## src/rtl/sram22_port_ctrl.sv

```systemverilog
// sram22_port_ctrl: single-port SRAM controller with a zero-fill sweep.
//
// Requests (read or write) arrive on a valid/ready port and are forwarded
// combinationally to the SRAM macro. Read data comes back from the macro one
// cycle after the read is sampled. It is parked in a 2-entry response FIFO
// and leaves on a valid/ready response port.
// A zero-fill sweep (CLEAR) writes 0 to every address. It runs on reset
// release when INIT_ON_RESET=1, and on a clear_start pulse.
//
// Handshake rule for both ports: a transfer happens on a rising clk edge
// where valid && ready. The producer holds its payload stable while
// valid && !ready.
//
// Ports:
//   clk, rst                      clock, async active-high reset
//   req_valid/req_ready           request handshake
//   req_we/req_addr/req_wdata     request payload (1 = write)
//   rsp_valid/rsp_ready           response handshake
//   rsp_rdata                     read data (FIFO head)
//   clear_start                   pulse: start a zero-fill
//   busy                          high while the zero-fill runs (state == CLEAR)
//   clear_done                    one-cycle pulse in the first RUN cycle after a fill
//   sram_we/sram_wmask/sram_addr/sram_din  macro drive
//   sram_dout                     macro read data (one cycle after the read)
module sram22_port_ctrl #(
  parameter int ADDR_WIDTH    = 12,
  parameter int DATA_WIDTH    = 8,
  parameter bit INIT_ON_RESET = 1'b1
) (
  input  logic                  clk,
  input  logic                  rst,
  input  logic                  req_valid,
  output logic                  req_ready,
  input  logic                  req_we,
  input  logic [ADDR_WIDTH-1:0] req_addr,
  input  logic [DATA_WIDTH-1:0] req_wdata,
  output logic                  rsp_valid,
  input  logic                  rsp_ready,
  output logic [DATA_WIDTH-1:0] rsp_rdata,
  input  logic                  clear_start,
  output logic                  busy,
  output logic                  clear_done,
  output logic                  sram_we,
  output logic [0:0]            sram_wmask,
  output logic [ADDR_WIDTH-1:0] sram_addr,
  output logic [DATA_WIDTH-1:0] sram_din,
  input  logic [DATA_WIDTH-1:0] sram_dout
);

  typedef enum logic {ST_CLEAR = 1'b0, ST_RUN = 1'b1} state_e;

  localparam state_e                RESET_STATE = INIT_ON_RESET ? ST_CLEAR : ST_RUN;
  localparam logic [ADDR_WIDTH-1:0] LAST_ADDR   = '1;

  state_e                         state_q, state_d;
  logic [ADDR_WIDTH-1:0]          clr_cnt_q, clr_cnt_d;
  logic                           inflight_q, inflight_d;
  logic                           clear_done_q, clear_done_d;
  logic [1:0][DATA_WIDTH-1:0]     fifo_mem_q, fifo_mem_d;
  logic                           rd_ptr_q, rd_ptr_d;
  logic                           wr_ptr_q, wr_ptr_d;
  logic [1:0]                     count_q, count_d;

  logic credit_ok;
  logic req_fire;
  logic rsp_fire;
  logic push;

  // Credit covers both stored entries and the read whose data is still on its
  // way from the macro, so a capture always finds a free slot. Only registered
  // state is used: a pop frees its credit from the next cycle on.
  assign credit_ok  = ({1'b0, count_q} + {2'b00, inflight_q}) < 3'd2;
  // rst gating keeps the port quiet while reset is held, whatever the reset state.
  assign req_ready  = !rst && (state_q == ST_RUN) && credit_ok;
  assign busy       = !rst && (state_q == ST_CLEAR);
  assign req_fire   = req_valid && req_ready;
  assign rsp_valid  = (count_q != 2'd0);
  assign rsp_fire   = rsp_valid && rsp_ready;
  assign rsp_rdata  = fifo_mem_q[rd_ptr_q];
  assign clear_done = clear_done_q;
  // The macro delivers read data in the cycle after the read was sampled.
  assign push       = inflight_q;

  always_comb begin
    state_d      = state_q;
    clr_cnt_d    = clr_cnt_q;
    clear_done_d = 1'b0;
    inflight_d   = req_fire && !req_we;
    sram_we      = 1'b0;
    sram_wmask   = 1'b0;
    sram_addr    = req_addr;
    sram_din     = req_wdata;

    case (state_q)
      ST_CLEAR: begin
        sram_we    = 1'b1;
        sram_wmask = 1'b1;
        sram_addr  = clr_cnt_q;
        sram_din   = '0;
        clr_cnt_d  = clr_cnt_q + 1'b1;
        if (clr_cnt_q == LAST_ADDR) begin
          state_d      = ST_RUN;
          clear_done_d = 1'b1;
          clr_cnt_d    = '0;
        end
      end
      default: begin
        sram_we    = req_fire && req_we;
        sram_wmask = req_fire;
        // A read still waiting for its macro data would be lost, so the fill waits.
        if (clear_start && !inflight_q) begin
          state_d   = ST_CLEAR;
          clr_cnt_d = '0;
        end
      end
    endcase

    if (rst) begin
      sram_we    = 1'b0;
      sram_wmask = 1'b0;
    end
  end

  // Response FIFO: responses stay drainable in any state.
  always_comb begin
    fifo_mem_d = fifo_mem_q;
    wr_ptr_d   = wr_ptr_q;
    rd_ptr_d   = rd_ptr_q;
    count_d    = count_q;
    if (push) begin
      fifo_mem_d[wr_ptr_q] = sram_dout;
      wr_ptr_d             = ~wr_ptr_q;
    end
    if (rsp_fire) begin
      rd_ptr_d = ~rd_ptr_q;
    end
    case ({push, rsp_fire})
      2'b10:   count_d = count_q + 2'd1;
      2'b01:   count_d = count_q - 2'd1;
      default: count_d = count_q;
    endcase
  end

  always_ff @(posedge clk or posedge rst) begin
    if (rst) begin
      state_q      <= RESET_STATE;
      clr_cnt_q    <= '0;
      inflight_q   <= 1'b0;
      clear_done_q <= 1'b0;
      fifo_mem_q   <= '0;
      rd_ptr_q     <= 1'b0;
      wr_ptr_q     <= 1'b0;
      count_q      <= 2'd0;
    end else begin
      state_q      <= state_d;
      clr_cnt_q    <= clr_cnt_d;
      inflight_q   <= inflight_d;
      clear_done_q <= clear_done_d;
      fifo_mem_q   <= fifo_mem_d;
      rd_ptr_q     <= rd_ptr_d;
      wr_ptr_q     <= wr_ptr_d;
      count_q      <= count_d;
    end
  end

endmodule

```

## config.mk

```make
export PLATFORM = sky130hd
export DESIGN_NAME = sram22_port_ctrl
export DESIGN_NICKNAME = d
export VERILOG_FILES = /design/src/rtl/sram22_port_ctrl.sv
export SDC_FILE = /design/constraint.sdc
export NUM_CORES = 1
export LEC_CHECK = 0
export ABC_AREA = 0
export ABC_CLOCK_PERIOD_IN_PS = 3400
export BUFFER_PORTS_ARGS = -buffer_cell sky130_fd_sc_hd__buf_4
export CORE_UTILIZATION = 52
export CTS_CLUSTER_DIAMETER = 60
export DETAILED_ROUTE_END_ITERATION = 7
export HOLD_SLACK_MARGIN = 0.1
export PLACE_DENSITY = 0.85
export SETUP_SLACK_MARGIN = 0.3
export SLEW_MARGIN = 20
export SYNTH_ARGS = -nofsm -noshare
export SYNTH_HDL_FRONTEND = slang
export SYNTH_SLANG_ARGS = --single-unit
```

## constraint.sdc

```tcl
create_clock -name clk -period 3.4 [get_ports clk]
set_input_delay 0.17 -clock clk [delete_from_list [all_inputs] [get_ports clk]]
set_output_delay 0.17 -clock clk [all_outputs]
set_load 0.03 [all_outputs]
```

**Word-level counts from Yosys, hierarchy flattened**

Cells that the tools add are included.

- Bitwise operators: 3
- Reduce and logical (&&, ||, !) cells: 14
- Magnitude comparators: 4
- Multiplexer cells: 19
- Equal/unequal tests: 4
- Add/subtract/negate cells: 4

Operators by type and width:

| cell | number |
|---|---|
| 2-to-1 mux 12 bit | 4 |
| 2-to-1 mux 8 bit | 4 |
| bitwise mux 16 bit | 1 |
| adder 12 x 1 -> 12 bit, second input constant | 1 |
| == test 12 bit, second input constant | 1 |
| logical AND 1 bit | 9 |
| demux 8 bit (select 1 bit) | 1 |
| 2-to-1 mux 1 bit | 8 |
| < comparator 1 x 2 -> 1 bit, second input constant | 2 |
| one-hot mux 2 bit (2 select lines) | 1 |
| nonzero test 2 bit | 2 |
| adder 2 x 1 -> 3 bit | 1 |
| zero test 1 bit | 3 |
| < comparator 3 x 2 -> 1 bit, second input constant | 1 |
| inverter 1 bit | 3 |
| adder 2 x 1 -> 2 bit, second input constant | 1 |
| == test 2 x 1 -> 1 bit, second input constant | 1 |
| == test 2 bit, second input constant | 1 |
| inequality test 2 x 1 -> 1 bit, second input constant | 1 |
| subtractor 2 x 1 -> 2 bit, second input constant | 1 |
| >= comparator 1 bit, second input constant | 1 |

- Word-level logic and storage cells: 57
- Output and inout bits: 34
- Register bits: 35

**Longest topological paths before layout**

- Word-level depth: 7
- Mapped depth: 6
- Mapped depth without buffers: 6

**Least setup slack after synthesis**

No wires, ideal clock.

- Path type: reg2out
- From: reg state_q
- To: out sram_wmask
- Arrival time: 1871 ps
- Data required time: 3230 ps
- Slack: 1359 ps
- Path buffers: 1
- Cell stages (with the launch flop): 6
- Cell sequence: dfrtp_1 buf_2 inv_2 a2111oi_2 nand2_1 o21ai_0

- Cells in the longest elaborated chain, start to end: 5

Ends and longest elaborated chain:

| what | line | source |
|---|---|---|
| start: declaration | 55 | `state_e state_q, state_d;` |
| start signal: assignment | 155 | `state_q <= state_d;` |
| logical AND 1 bit (2 in a row) | 74 | `assign req_ready = !rst && (state_q == ST_RUN) && credit_ok;` |
| via req_ready | 33 | `output logic req_ready,` |
| logical AND 1 bit | 76 | `assign req_fire = req_valid && req_ready;` |
| 2-to-1 mux 1 bit | 94 | `case (state_q)` |
| 2-to-1 mux 1 bit | 118 | `if (rst) begin` |
| end: declaration | 44 | `output logic [0:0] sram_wmask,` |

The timed path passes the listed nets, and every way through them passes these cells.

**Final worst setup path**

- From: reg count_q[0]
- To: out sram_wmask

- Cells in the longest elaborated chain, start to end: 6

Ends and longest elaborated chain:

| what | line | source |
|---|---|---|
| start: declaration | 62 | `logic [1:0] count_q, count_d;` |
| start signal: assignment | 162 | `count_q <= count_d;` |
| adder 2 x 1 -> 3 bit | 72 | `assign credit_ok = ({1'b0, count_q} + {2'b00, inflight_q}) < 3'd2;` |
| < comparator 3 x 2 -> 1 bit | 72 |  |
| logical AND 1 bit | 74 |  |
| logical AND 1 bit | 76 |  |
| 2-to-1 mux 1 bit | 94 |  |
| 2-to-1 mux 1 bit | 118 |  |

Every way passes these cells.

==> results.json <==
{
  "outcome": "complete, no violations",
  "finalCritPeriodShare": 0.534,
  "endpoint_kind": "output port",
  "whs_endpoint": "rd_ptr_q",
  "row_count": 21,
  "synth-xor-area-share": 0.0383,
  "final_area_mm2": 0.00255,
  "period_needed_ns": 1.81,
  "max_stage_delay_ns": 0.47,
  "clk_pin_slew_ns": 0.10,
  "use_met3": 0.0546,
  "ys_types": 37,
  "powerDensity_mw_per_mm2": 695,
  "grt_pass1_wl_um": 6100,
  "gr-total-overflow": 0,
  "crit_chain": "a2111oi_2 > nand2_1 > o21ai_0 > buf_4",
  "grt_pass1_vias": 1404,
  "hold_depth": 3,
  "totalWireLength_um": 4010,
  "syn_to_final_growth_pct": 39.2,
  "root_buffer": "clkbuf_4",
  "min_path_type": "input port to flop",
  "die_h_um": 61.3,
  "grt_use_met1": 0.268,
  "r2r-start": "count_q[0]",
  "first_iter_violations": 67,
  "fillers": 248,
  "vdd_drop_max_mv": 0.449,
  "worstReg2RegEnd": "inflight_q",
  "syn_avg_cell_area_um2": 11.2,
  "syn_area_mm2": 0.00183,
  "grt_most_used_layer": "met2",
  "antenna_found_initial": 0,
  "clock_latency_ns": 0.33,
  "yosys.area_share.simple": 0.151,
  "synth_mux_area_frac": 0.226,
  "p_total_mw": 1.77,
  "drcViolationCount": 0,
  "grt_usage": 0.225,
  "min-delay-start": "rsp_ready",
  "io_buffers": 67,
  "pin_count": 68,
  "syn_inst": 163,
  "die_area_mm2": 0.00376,
  "crit_required_ns": 3.23,
  "max_cap_violations": 0,
  "wire_per_inst_um": 13.8,
  "cp.arrival_ns": 1.64,
  "cts_tree": "built",
  "layout-drive-gt1-share": 0.467,
  "place.gp.congestion": 0.820,
  "coreArea_mm2": 0.00336,
  "dr.pass1.iters": 7,
  "relSlewSlack": 0.521,
  "setup_viol": 0,
  "viasPerCell": 5.25,
  "rr_worst_depth": 4,
  "yosysWarnings": 0,
  "crit_type": "flop to output port",
  "crit_fanout": 4,
  "use_met2": 0.407,
  "post_cts_buffers": 0,
  "cts.sinks": 35,
  "synth_top_family_by_area": "multiplexers",
  "yosys.area_share.adder": 0.0137,
  "vias": 1522,
  "synth-compound-area-share": 0.0704,
  "worstMarginPinSlew_ns": 0.719,
  "diodes": 0,
  "synth_fp_nets": 199,
  "crit_path_start_kind": "flop",
  "fin_setup_tns_ns": 0,
  "dp_hpwl_um": 2770,
  "cts_made_buffers": 5,
  "postRouteAntennaNets": 0,
  "grt_start_max_net_pins": 35,
  "max_freq_mhz": 551,
  "dpl_cell_area_mm2": 0.00238,
  "final_cell_mix": "69 x buf_4, 35 x dfrtp_1, 30 x mux2_2, 14 x nand2_1, 11 x dlygate4sd3_1",
  "nets": 280,
  "initial_core_util": 0.544,
  "p_leak_nw": 1.19,
  "yosysSeqAreaShare": 0.478,
  "rsz0062_at_grt": "no",
  "final_common_cell": "buf_4",
  "ctsHtreeMaxLevel": 2,
  "r2r_slack_ns": 1.65,
  "cp_slowest_cell": "a2111oi_2",
  "slew_violations": 0,
  "finalHoldViolations": 0,
  "clock_skew_ns": 0.00783,
  "cts_buffer_depth": 2,
  "fp.dieW_um": 61.3,
  "synth_seq_cells": 35
}
[routing by layer]
metal / wire (um) / vias up / part of all wire
li1: - / 739 / -
met1: 1690 / 732 / 0.42
met2: 2120 / 47 / 0.53
met3: 171 / 4 / 0.043
met4: 23 / 0 / 0.0057
met5: 0 / - / 0
[worst max path at each step]
stage | from | to | slack, ns | depth (start not counted)
after CTS | count_q[0] | sram_wmask | 1.59 | 4
after floorplan | state_q | sram_wmask | 1.36 | 5
after detailed placement | clr_cnt_q[0] | clr_cnt_q[1] | 1.74 | 4
final | count_q[0] | sram_wmask | 1.59 | 4
after global routing | count_q[0] | sram_wmask | 1.49 | 4
after global placement | clr_cnt_q[0] | clr_cnt_q[1] | 1.80 | 4
[flip-flops by register name (all words and copies together), names as in the netlist]
name	cells
wr_ptr_q	1
fifo_mem_q	16
count_q	2
state_q	1
clr_cnt_q	12
clear_done	1
rd_ptr_q	1
inflight_q	1
[stage by stage]
step	util	setup WS (ns)	hold WS [ns]	instances
final	0.757	1.59	0.151	290
after floorplan	-	1.36	0.236	163
after detailed placement	0.708	1.74	0.193	272
after global placement	0.708	1.80	0.192	272
after global routing	0.757	1.49	0.159	290
after CTS	0.757	1.59	0.155	290
[cell type report]
| cell class | count | area, um^2 | share of cell area |
|---|---|---|---|
| Clock inverter | 1 | 5.00 | 0.00196 |
| Clock buffer | 6 | 51.3 | 0.0201 |
| Tap cell | 46 | 57.6 | 0.0226 |
| Multi-Input combinational cell | 118 | 915 | 0.359 |
| Inverter | 4 | 15.0 | 0.00589 |
| Timing Repair Buffer | 80 | 628 | 0.247 |
| Sequential cell | 35 | 876 | 0.344 |
[cell usage after synthesis]
| cell | number | area [um^2] |
|---|---|---|
| dfrtp_1 | 35 | 876 |
| mux2_2 | 30 | 338 |
| nand2_1 | 14 | 52.6 |
| and2_1 | 9 | 56.3 |
| nand3_1 | 9 | 45.0 |
| mux2_1 | 5 | 56.3 |
| o21ai_0 | 5 | 25.0 |
| clkbuf_1 | 4 | 15.0 |
| nor2_1 | 4 | 15.0 |
| xnor2_1 | 4 | 35.0 |
| xor2_1 | 4 | 35.0 |
| a21oi_1 | 3 | 15.0 |
| nor3_1 | 3 | 15.0 |
| o21ai_1 | 3 | 15.0 |
| buf_2 | 2 | 10.0 |
| ha_1 | 2 | 25.0 |
| inv_1 | 2 | 7.51 |
| inv_2 | 2 | 7.51 |
| mux2i_1 | 2 | 20.0 |
| nand4_1 | 2 | 12.5 |
| o211ai_1 | 2 | 15.0 |
| or4_1 | 2 | 15.0 |
| a2111oi_2 | 1 | 15.0 |
| a22o_1 | 1 | 8.76 |
| a31o_2 | 1 | 8.76 |
| and4_1 | 1 | 8.76 |
| nand2_2 | 1 | 6.26 |
| nand2b_1 | 1 | 6.26 |
| nand3_2 | 1 | 10.0 |
| nor2b_1 | 1 | 6.26 |
| o311ai_0 | 1 | 8.76 |
| o31a_1 | 1 | 8.76 |
| o41ai_1 | 1 | 8.76 |
| or2_1 | 1 | 6.26 |
| or2_2 | 1 | 6.26 |
| or2_4 | 1 | 8.76 |
| or3_1 | 1 | 6.26 |
[report_power, final]
part	switching, mW	internal [mW]	total [mW]
Combinational	0.440	0.404	0.844
Sequential	0.145	0.552	0.697
Clock	0.133	0.0958	0.229
[kinds of logic after synthesis]
family                   count (synthesis)
XOR/XNOR                                 8
buffers and inverters                   10
AND/OR/NAND/NOR                         52
flip-flops                              35
AO/OA/AOI/OAI                           19
multiplexers                            37
adder cells (fa/ha/maj)                  2
[critical path: cells and delay by family (launching register included)]
kind                   cells  cell delay (ns)
buffers and inverters      1             0.18
DFF                        1             0.44
and+or+nand+nor            1             0.13
AOI/OAI and AO/OA          2             0.56
[what timing repair did]
item / in CTS / in global routing
hold endpoints to repair: 26 / 0
resized for setup: 0 / 0
endpoints found under the setup margin: 0 / 0
hold buffers: 11 / 0
Note: power is estimated with default switching activity, not from simulation.
